`src/rtl/mem_port_arbiter.sv`:
```
// mem_port_arbiter: shares one variable-latency memory port between instruction fetch and load/store
module mem_port_arbiter #(
    parameter int ADDR_W       = 32,
    parameter int DATA_W       = 32,
    parameter int STARVE_LIMIT = 4
) (
    input  logic              clk,
    input  logic              reset,
    input  logic              i_req,
    input  logic [ADDR_W-1:0] i_addr,
    input  logic              i_flush,
    output logic              i_ready,
    output logic [DATA_W-1:0] i_rdata,
    input  logic              d_req,
    input  logic              d_we,
    input  logic [ADDR_W-1:0] d_addr,
    input  logic [DATA_W-1:0] d_wdata,
    output logic              d_ready,
    output logic [DATA_W-1:0] d_rdata,
    output logic              stall_fetch,
    output logic              stall_mem,
    output logic              mem_req,
    output logic              mem_we,
    output logic [ADDR_W-1:0] mem_addr,
    output logic [DATA_W-1:0] mem_wdata,
    input  logic              mem_ack,
    input  logic [DATA_W-1:0] mem_rdata
);
    localparam int CW = (STARVE_LIMIT > 0) ? $clog2(STARVE_LIMIT + 1) : 1;
    localparam logic [CW-1:0] LIM = CW'(STARVE_LIMIT);

    typedef enum logic [1:0] {IDLE, BUSY_I, BUSY_D} state_t;

    state_t        state;
    logic          cancel_pending;
    logic [CW-1:0] starve_cnt;
    logic          d_grant;
    logic [CW-1:0] starve_next;

    // data wins unless a waiting fetch has already been passed over STARVE_LIMIT times
    always_comb begin
        d_grant     = d_req && (!i_req || STARVE_LIMIT == 0 || starve_cnt < LIM);
        starve_next = !i_req ? '0 : (starve_cnt == LIM ? starve_cnt : starve_cnt + 1'b1);
    end

    // ready pulses come straight from mem_ack; a flushed fetch never reports ready
    always_comb begin
        i_ready     = state == BUSY_I && mem_ack && !(cancel_pending || i_flush);
        d_ready     = state == BUSY_D && mem_ack;
        i_rdata     = mem_rdata;
        d_rdata     = mem_rdata;
        stall_fetch = i_req && !i_ready;
        stall_mem   = d_req && !d_ready;
    end

    // grant in IDLE, hold the latched request until mem_ack, then spend one cycle back in IDLE
    always_ff @(posedge clk or negedge reset) begin
        if (!reset) begin
            state          <= IDLE;
            mem_req        <= 1'b0;
            mem_we         <= 1'b0;
            mem_addr       <= '0;
            mem_wdata      <= '0;
            cancel_pending <= 1'b0;
            starve_cnt     <= '0;
        end else begin
            case (state)
                IDLE: begin
                    if (d_grant) begin
                        state      <= BUSY_D;
                        mem_req    <= 1'b1;
                        mem_we     <= d_we;
                        mem_addr   <= d_addr;
                        mem_wdata  <= d_wdata;
                        starve_cnt <= starve_next;
                    end else if (i_req) begin
                        state      <= BUSY_I;
                        mem_req    <= 1'b1;
                        mem_we     <= 1'b0;
                        mem_addr   <= i_addr;
                        starve_cnt <= '0;
                    end else begin
                        starve_cnt <= '0;
                    end
                end
                BUSY_I: begin
                    if (mem_ack) begin
                        state          <= IDLE;
                        mem_req        <= 1'b0;
                        cancel_pending <= 1'b0;
                    end else if (i_flush) begin
                        cancel_pending <= 1'b1;
                    end
                end
                BUSY_D: begin
                    if (mem_ack) begin
                        state   <= IDLE;
                        mem_req <= 1'b0;
                    end
                end
                default: state <= IDLE;
            endcase
        end
    end
endmodule

```
`config.mk`:
```
export PLATFORM = sky130hd
export DESIGN_NAME = mem_port_arbiter
export DESIGN_NICKNAME = d
export VERILOG_FILES = /design/src/rtl/mem_port_arbiter.sv
export SDC_FILE = /design/constraint.sdc
export NUM_CORES = 1
export LEC_CHECK = 0
export ABC_AREA = 1
export CAP_MARGIN = 30
export CORE_UTILIZATION = 36
export DETAILED_ROUTE_END_ITERATION = 8
export HOLD_SLACK_MARGIN = 0.06
export PLACE_DENSITY = 0.81
export SYNTH_ARGS = -nofsm -noshare
export SYNTH_HDL_FRONTEND = slang
export SYNTH_SLANG_ARGS = --single-unit
```
`constraint.sdc`:
```
create_clock -name clk -period 1.5 [get_ports clk]
set_input_delay 0.375 -clock clk [delete_from_list [all_inputs] [get_ports clk]]
set_output_delay 0.375 -clock clk [all_outputs]
set_load 0.03 [all_outputs]
```
* Word-level counts from Yosys, hierarchy flattened
Index checks and enable logic that the tools add are counted. W data, S select, Z words.
Cells by class: add/subtract/negate cells 1, $lt $le $gt $ge 1, eq/ne operators 6, mux-type cells 17, reductions and logical operators 23
Operators with widths (number):
- $mux W32 | 2
- $reduce_and A2 Y1 | 5
- $mux W3 | 3
- $mux W1 | 7
- $logic_and A1 B1 Y1 | 6
- $mux W2 | 3
- $ne A3 B3 Y1 const B | 2
- $reduce_bool A2 Y1 | 3
- $logic_not A1 Y1 | 4
- $pmux W2 S2 | 1
- $add A3 B1 Y3 const B | 1
- $eq A3 B3 Y1 const B | 1
- $lt A3 B3 Y1 const B | 1
- $reduce_and A3 Y1 | 1
- $eq A2 B1 Y1 const B | 1
- $eq A2 B2 Y1 const B | 1
- $logic_not A2 Y1 | 1
- $logic_or A1 B1 Y1 | 2
- $ne A2 B1 Y1 const B | 1
- $pmux W1 S2 | 1
- $reduce_or A2 Y1 | 1
Storage, ports and cells: register bits 72, input port bits 135, output and inout bits 134, word-level logic and storage cells 55

* Longest topological paths before layout
Gate-level depths: netlist (run 1).
depth in word-level cells 5, gate-level depth with buffers 9, mapped depth without buffers 7

* Worst setup path after synthesis (run 1)
OpenSTA, ideal clock, no wires.
path kind register to output, from register state[1], to output stall_fetch, data arrival time 1.717 ns, data required time 1.125 ns, path slack -0.592 ns, cell stages (with the launch flop) 6, path buffers 0, cells stage by stage dfrtp_1 -> inv_1 -> ha_1 -> nand2_1 -> nor3_1 -> nor2_1
On the way: cells in the longest elaborated chain, start to end 5
RTL lines:
- from (decl) | RTL line 34 | state_t state;
- from (signal assigned) | RTL line 59 | state <= IDLE;
- from (signal assigned) | RTL line 70 | state <= BUSY_D;
- from (signal assigned) | RTL line 77 | state <= BUSY_I;
- $eq A2 B1 Y1 | RTL line 48 | i_ready = state == BUSY_I && mem_ack && !(cancel_pending || i_flush);
- $logic_and A1 B1 Y1 (2 in series) | RTL line 48
- named net i_ready | RTL line 12 | output logic i_ready,
- $logic_not A1 Y1 | RTL line 52 | stall_fetch = i_req && !i_ready;
- $logic_and A1 B1 Y1 | RTL line 52
- to (decl) | RTL line 20 | output logic stall_fetch,
The timed path passes the listed nets, and every way through them passes these cells.

* Worst setup path after layout (run 1)
from register state[1], to output stall_fetch
On the way: cells in the longest elaborated chain, start to end 5
RTL lines (RTL line):
- $eq A2 B1 Y1 | 48
- $logic_and A1 B1 Y1 (2 in series) | 48
- $logic_not A1 Y1 | 52
- $logic_and A1 B1 Y1 | 52
Every way passes these cells.

==> results of run 1 <==
-- critical path: cells and delay by family (launching register included) --
kind / cells / cell delay [ns]
AND/OR/NAND/NOR: 3 / 0.24
flip-flops: 1 / 0.42
buffers and inverters: 2 / 0.25
adder cells (fa/ha/maj): 1 / 0.15
-- Yosys cell counts, drive strengths merged --
library cell,count
buf,86
clkbuf,1
dfrtp,72
ha,6
inv,48
nand2,211
nand3,36
nand3b,32
nand4,1
nor2,4
nor3,1
o21ai,2
o22ai,3
-- cell families (layout without fill, tap and decap cells) --
| kind of cell | after synthesis | after routing |
|---|---|---|
| simple gates | 285 | 285 |
| buf+inv | 135 | 266 |
| flops | 72 | 72 |
| fa+ha+maj | 6 | 6 |
| compound gates | 5 | 5 |
-- path summary, 6_finish.rpt --
kind	from	endpoint	slack (ns)	cells after the start
worst max-delay path	state[1]	stall_fetch	-0.28	6
worst min-delay path	d_req	starve_cnt[2]	0.43	3
worst min register to register	mem_addr[14]	mem_addr[14]	0.48	2
min in group asynchronous	reset	mem_wdata[30]	0.57	3
worst max register to register	state[1]	mem_addr[1]	-0.08	9
max in group asynchronous	reset	mem_addr[22]	0.58	3
-- metal layers --
| layer | vias up | global-route usage (%) | wire length (um) |
|---|---|---|---|
| met1 | 1695 | 21.83 | 4420 |
| met3 | 11 | 8.414 | 1254 |
| met2 | 180 | 35.44 | 5964 |
| li1 | 1724 | - | - |
| met5 | - | 0 | 0 |
| met4 | 0 | 6.067 | 109 |
-- sequential cells by signal, summed over array words and instances (netlist names) --
name and count:
mem_addr 32, starve_cnt 3, mem_req 1, cancel_pending 1, mem_we 1, state 2, mem_wdata 32
-- metrics by stage --
step | cells | utilization [%] | cell area, sq um | setup slack, ns | hold WS (ns)
finish | 774 | 53.14 | 5761 | -0.2836 | 0.4346
global route | 774 | 53.14 | 5761 | -0.3544 | 0.4223
CTS | 769 | 53.43 | 5792 | -0.3112 | 0.3906
detailed placement | 747 | 50.44 | 5468 | -0.3228 | 0.4203
global placement | 747 | 50.44 | 5468 | -0.2463 | 0.4156
floorplan | 503 | - | 4013 | -0.1067 | 0.07941
-- timing repair --
item                                    in CTS  in global routing
hold buffers                                 1                  0
setup buffers                                4                  3
gates cloned                                 1                  3
gates resized for setup                    118                 68
endpoints found under the setup margin     108                 92
endpoints found under the hold margin       72                  0
pin swaps                                    3                  4
-- placed cells by master, fill, tap and decap left out, drive strengths merged --
| cell | n |
|---|---|
| nand2 | 211 |
| clkdlybuf4s50 | 100 |
| dfrtp | 72 |
| inv | 48 |
| clkbuf | 44 |
| nand3 | 36 |
| buf | 36 |
| nand3b | 32 |
| clkdlybuf4s15 | 31 |
| ha | 6 |
| nor2 | 4 |
| clkinv | 3 |
| o22ai | 3 |
| o21ai | 2 |
| nor3 | 1 |
| nand4 | 1 |
| clkinvlp | 1 |
| bufinv | 1 |
| dlygate4sd3 | 1 |
| dlygate4sd2 | 1 |
-- area by class of cell --
class | instances | area [sq um]
clock inverter | 5 | 63.81
tap | 140 | 175.2
multi-input combinational | 296 | 1436
inverter | 48 | 190.2
clock buffer | 11 | 151.4
timing repair buffer | 202 | 1941
fill | 997 | 5080
sequential | 72 | 1803
-- power groups by stage --
stage | clock network, W | logic (W) | registers [W]
5_1_grt | 0.00178 | 0.00660 | 0.00358
3_3_place_gp | 0 | 0.00609 | 0.00346
3_5_place_dp | 0 | 0.00620 | 0.00347
6_report | 0.00164 | 0.00609 | 0.00347
4_1_cts | 0.00169 | 0.00604 | 0.00347
2_1_floorplan | 0 | 0.00208 | 0.00514
==> impl_results.md, run 1 <==
* Required time worst endpoint at 1.12 ns
* Min Tclk post-route at 1.784 ns
* Synth Cell Area at 3999 sq um
* PD cells at 1945 nW/um^2
* Sw Share at 45.52%
* Internal power at 0.006103 W
* CTS max path bufs at 2
* Area Growth Syn to Fin at 44.05%
* Number of global-route vias before repair at 3558
* Post-synthesis mux area share at 0%
* 1st-pass router iterations at 4
* Drt drc at 0
* Setup-failing EPs final at 37
* Endpoints failing hold at 0
* Synth Area in Simple Gates at 31.66%
* Synth area leaders: dfrtp_1, nand2_1, buf_4
* GRT overflow at 0
* 1st-iter DRT viols at 180
* Skew final at 0.008617 ns
* Unrepaired setup endpoints after global routing: true
* Initial Util at 36.89%
* Status: complete, but fails checks
* Die area at 11530 sq um
* Critical path, cell by cell: inv_2, ha_4, nand2_4, nor3_4, nor2_1, buf_4
* Post-synthesis adder-cell area fraction at 1.877%
* Post-route setup TNS at -2.452 ns
* CTS buffer count at 9
* Yosys reg bits at 72
* Synth cell types at 21
* Xor and xnor area share after synthesis at 0%
* Fin crit share at 118.9%
* Ports at 269
* Vias per cell at 4.664
* Comb pwr share at 54.4%
* # diodes at 0
* CTS sink cnt at 72
* Critical path arrival at 1.41 ns
* Rows at 38
* Routed WL at 11.75 mm
* Setup WS post-layout at -0.2836 ns
* Failing checks: setup timing
* Die Wd at 107.4 um
* Global-route wire length before repair at 17.77 mm
* Clk pwr share at 14.6%
* I/O Buffers at 172
* F_max at 560.7 MHz
* Register share of total power at 31.0%
* Relative slew margins at 72.85%
* Largest family of logic cells by synthesized area: simple AND/OR/NAND/NOR gates
* Avg WL per Cell at 15.18 um
* Worst skew pair latency at 0.34 ns
* Post-Syn Area per Cell at 7.950 sq um
* Layout cells sized above 1 at 16.88%
* Net Switching at 0.005100 W
* Max H-tree Level at 3
* RePlAce Congestion at 0.7702
* Total GRT Usage at 20.09%
* Final Slew Violations at 0
* DPL Wire Length at 8.251 mm
* CP Class: reg -> out
* Critical path's slowest cell: dfrtp_1
* Total nets after synthesis at 644
* Largest net degree at the start of global routing at 73
* Hold WC Path Type: in -> reg
* Power Total at 0.01120 W
* Static Leak at 2.966 nW
* Seq/Total Area, Yosys at 45.06%
* TritonCTS clock tree: done
* Cell taking the most area after synthesis: dfrtp_1
* Nets at 770
* Crit end category: output port
* Startpoint Class: flop
* Yosys top cell area share at 45.06%
* Cell count after synthesis at 503
* Max_cap viols at 0
* Initial antenna violation count at 0
* Compound-Gate Fraction of Synth Area at 0.7196%
* Least-Margin Pin Slew at 0.4072 ns
* DR vias at 3610
* Critical path fanouts, max at 2
* Yosys warnings at 0
* Clock Tree Root: clkbuf_8
* Core Region at 10840 sq um
* Clk slew on worst S/H paths at 0.08 ns
* Die height at 107.4 um
* Peak supply drop at 1113 uV
* Max stage delay on crit path at 0.42 ns
* Post-DRT Antenna Nets at 0
Note: power is estimated with default switching activity, not from simulation.
==> run 2, diff against run 1 <==
--- a/config.mk
+++ b/config.mk
@@ -10,7 +10,7 @@
 export CORE_UTILIZATION = 36
 export DETAILED_ROUTE_END_ITERATION = 8
 export HOLD_SLACK_MARGIN = 0.06
-export PLACE_DENSITY = 0.81
+export PLACE_DENSITY_LB_ADDON = 0.05
 export SYNTH_ARGS = -nofsm -noshare
 export SYNTH_HDL_FRONTEND = slang
 export SYNTH_SLANG_ARGS = --single-unit
==> constraint.sdc (replaced) <==
create_clock -name clk -period 1.8 [get_ports clk]
set_input_delay 0.45 -clock clk [delete_from_list [all_inputs] [get_ports clk]]
set_output_delay 0.45 -clock clk [all_outputs]
set_load 0.03 [all_outputs]
==> run 2 against run 1 <==
The flow still finishes with violations (setup timing). Setup slack improved by 0.26 ns. Clock skew rose by 0.0034 ns. Clock power fell by 27%. Via count fell by 5.8%. Global-route usage fell by 2.3 points. Routed wire length fell by 12%. Count of clock-buffer cells in the layout fell by 2. First-iteration DRC count fell by 28%. Highest routed layer unchanged.
==> impl_results.md, run 2 (same netlist as run 1, synthesis figures left out) <==
* Most common cell after layout, fill and taps aside: nand2_1
* Total GRT Usage at 17.81%
* Buf/Inv on CP at 2
* Crit end category: output port
* Critical path fanouts, max at 2
* Cell area after layout at 5619 sq um
* CTS max path bufs at 2
* CTS buffer count at 9
* Register Area at 1803 sq um
* Hold WC Path Type: reg -> reg
* Routed WL at 10.35 mm
* Required time worst endpoint at 1.35 ns
* F_max at 547.6 MHz
* Clk slew on worst S/H paths at 0.08 ns
* Worst skew pair latency at 0.34 ns
* 1st-pass router iterations at 4
* Least-Margin Pin Slew at 0.4342 ns
* Rows at 38
* Area of the multi-input gates at 1411 sq um
* Core Region at 10840 sq um
* Post-DRT Antenna Nets at 0
* Ports at 269
* Endpoints failing hold at 0
* Dpl cell area at 5425 sq um
* Static Leak at 2.978 nW
* Initial antenna violation count at 0
* Die Wd at 107.4 um
* RePlAce Congestion at 0.7607
* Nets at 763
* I/O Buffers at 172
* Min Tclk post-route at 1.826 ns
* TritonCTS clock tree: done
* GRT overflow at 0
* Failing checks: setup timing
* PD cells at 1534 nW/um^2
* Top Registers: mem_addr x32, mem_wdata x32, starve_cnt x3
* Setup WS post-layout at -0.02599 ns
* Number of global-route vias before repair at 3336
* Critical path's slowest cell: dfrtp_1
* Filler cells at 1104
* Area Growth Syn to Fin at 40.52%
* Clock Tree Root: clkbuf_8
* CP Class: reg -> out
* Vias per cell at 4.434
* Power Total at 0.008621 W
* Unrepaired setup endpoints after global routing: true
* Startpoint Class: flop
* Setup-failing EPs final at 2
* Peak supply drop at 680.1 uV
* Initial Util at 36.89%
* DPL Wire Length at 7.536 mm
* Inst Count DP at 745
* Commonest cells after routing, fill and taps aside: nand2_1, clkdlybuf4s50_1, dfrtp_1, dlygate4sd2_1, inv_1
* Relative slew margins at 71.05%
* Final Util at 51.84%
* DR vias at 3401
* # diodes at 0
* 1st-iter DRT viols at 130
* Die area at 11530 sq um
* Global-route wire length before repair at 16.17 mm
* Die height at 107.4 um
* Avg WL per Cell at 13.49 um
* Skew final at 0.01199 ns
* CTS sink cnt at 72
* Final Slew Violations at 0
* Critical path arrival at 1.38 ns
* Max_cap viols at 0
* Critical path's top delay family: flip-flops
* Drt drc at 0
* Fin crit share at 101.4%
* Max H-tree Level at 3
* Largest net degree at the start of global routing at 34
* Cell Count, Final, Fillers Out at 767
* Max stage delay on crit path at 0.40 ns
* Layout cells sized above 1 at 9.729%
* Status: complete, but fails checks
* Post-route setup TNS at -0.03991 ns
* Critical path, cell by cell: inv_2, ha_4, nand2_4, nor3_4, nor2_1, buf_4
==> run 2: cell types whose count changed in the layout (fill, tap and decap cells not counted), moves of 2 or more <==
| cell | before | now |
|---|---|---|
| clkbuf_2 | 31 | 0 |
| dlygate4sd2_1 | 1 | 67 |
| buf_4 | 19 | 21 |
| buf_12 | 8 | 4 |
| ha_2 | 0 | 2 |
| ha_4 | 3 | 1 |
| clkdlybuf4s15_1 | 28 | 0 |
| clkdlybuf4s15_2 | 3 | 0 |
| clkbuf_8 | 11 | 9 |
| buf_6 | 7 | 2 |
| clkbuf_16 | 2 | 0 |
==> run 2: final timing paths <==
check,to,depth (start not counted),start,slack (ns)
min,mem_addr[5],2,mem_addr[5],0.48
min reg2reg,mem_addr[5],2,mem_addr[5],0.48
max reg2reg,mem_addr[12],9,state[1],0.22
max in group asynchronous,mem_wdata[1],3,reset,0.62
min in group asynchronous,mem_wdata[27],2,reset,0.59
max,stall_fetch,6,state[1],-0.03
==> run 2: cell type report <==
type	instances	area share, %
clock buffer	9	2.204
clock inverter	7	1.113
inverter	48	3.251
multi-input combinational	296	25.12
sequential	72	32.09
tap	140	3.117
timing repair buffer	195	33.11
==> run 2: report_power, final <==
part	internal (W)	switching, W	total, W	leakage [nW]
logic	0.00164	0.00298	0.00462	2.00
registers	0.00240	0.000414	0.00281	0.882
clock network	0.000526	0.000667	0.00119	0.0923
total	0.00456	0.00406	0.00862	2.98
==> run 2: repair_timing <==
action | in CTS | in global routing
buffers inserted | 2 | 3
setup endpoints to repair | 69 | 35
resized for setup | 71 | 13
hold buffers | 1 | 0
endpoints found under the hold margin | 30 | 0
==> run 2: layer usage <==
metal  track usage, %  wire length (um)  vias to the layer above
met5                0                 0                        -
met4            4.795                59                        0
met3            6.416              1047                        7
met2            30.83              4970                      151
met1            20.73              4269                     1536
li1                 -                 -                     1707
==> run 2: worst register-to-register path: stages, from the launching register on <==
cell and delay, ns:
dfrtp_1 0.40, inv_2 0.08, buf_4 0.10, ha_2 0.27, inv_1 0.10, nor2_4 0.17, inv_2 0.07, buf_12 0.16
nand2_1 0.07, nand2_1 0.06
==> run 2: per-stage QoR <==
step | setup WS (ns) | hold WS, ns
floorplan | 0.09779 | 0.1544
global placement | -0.09631 | 0.4240
detailed placement | -0.1511 | 0.4280
CTS | -0.06479 | 0.4802
global route | -0.1399 | 0.4994
finish | -0.02599 | 0.4764
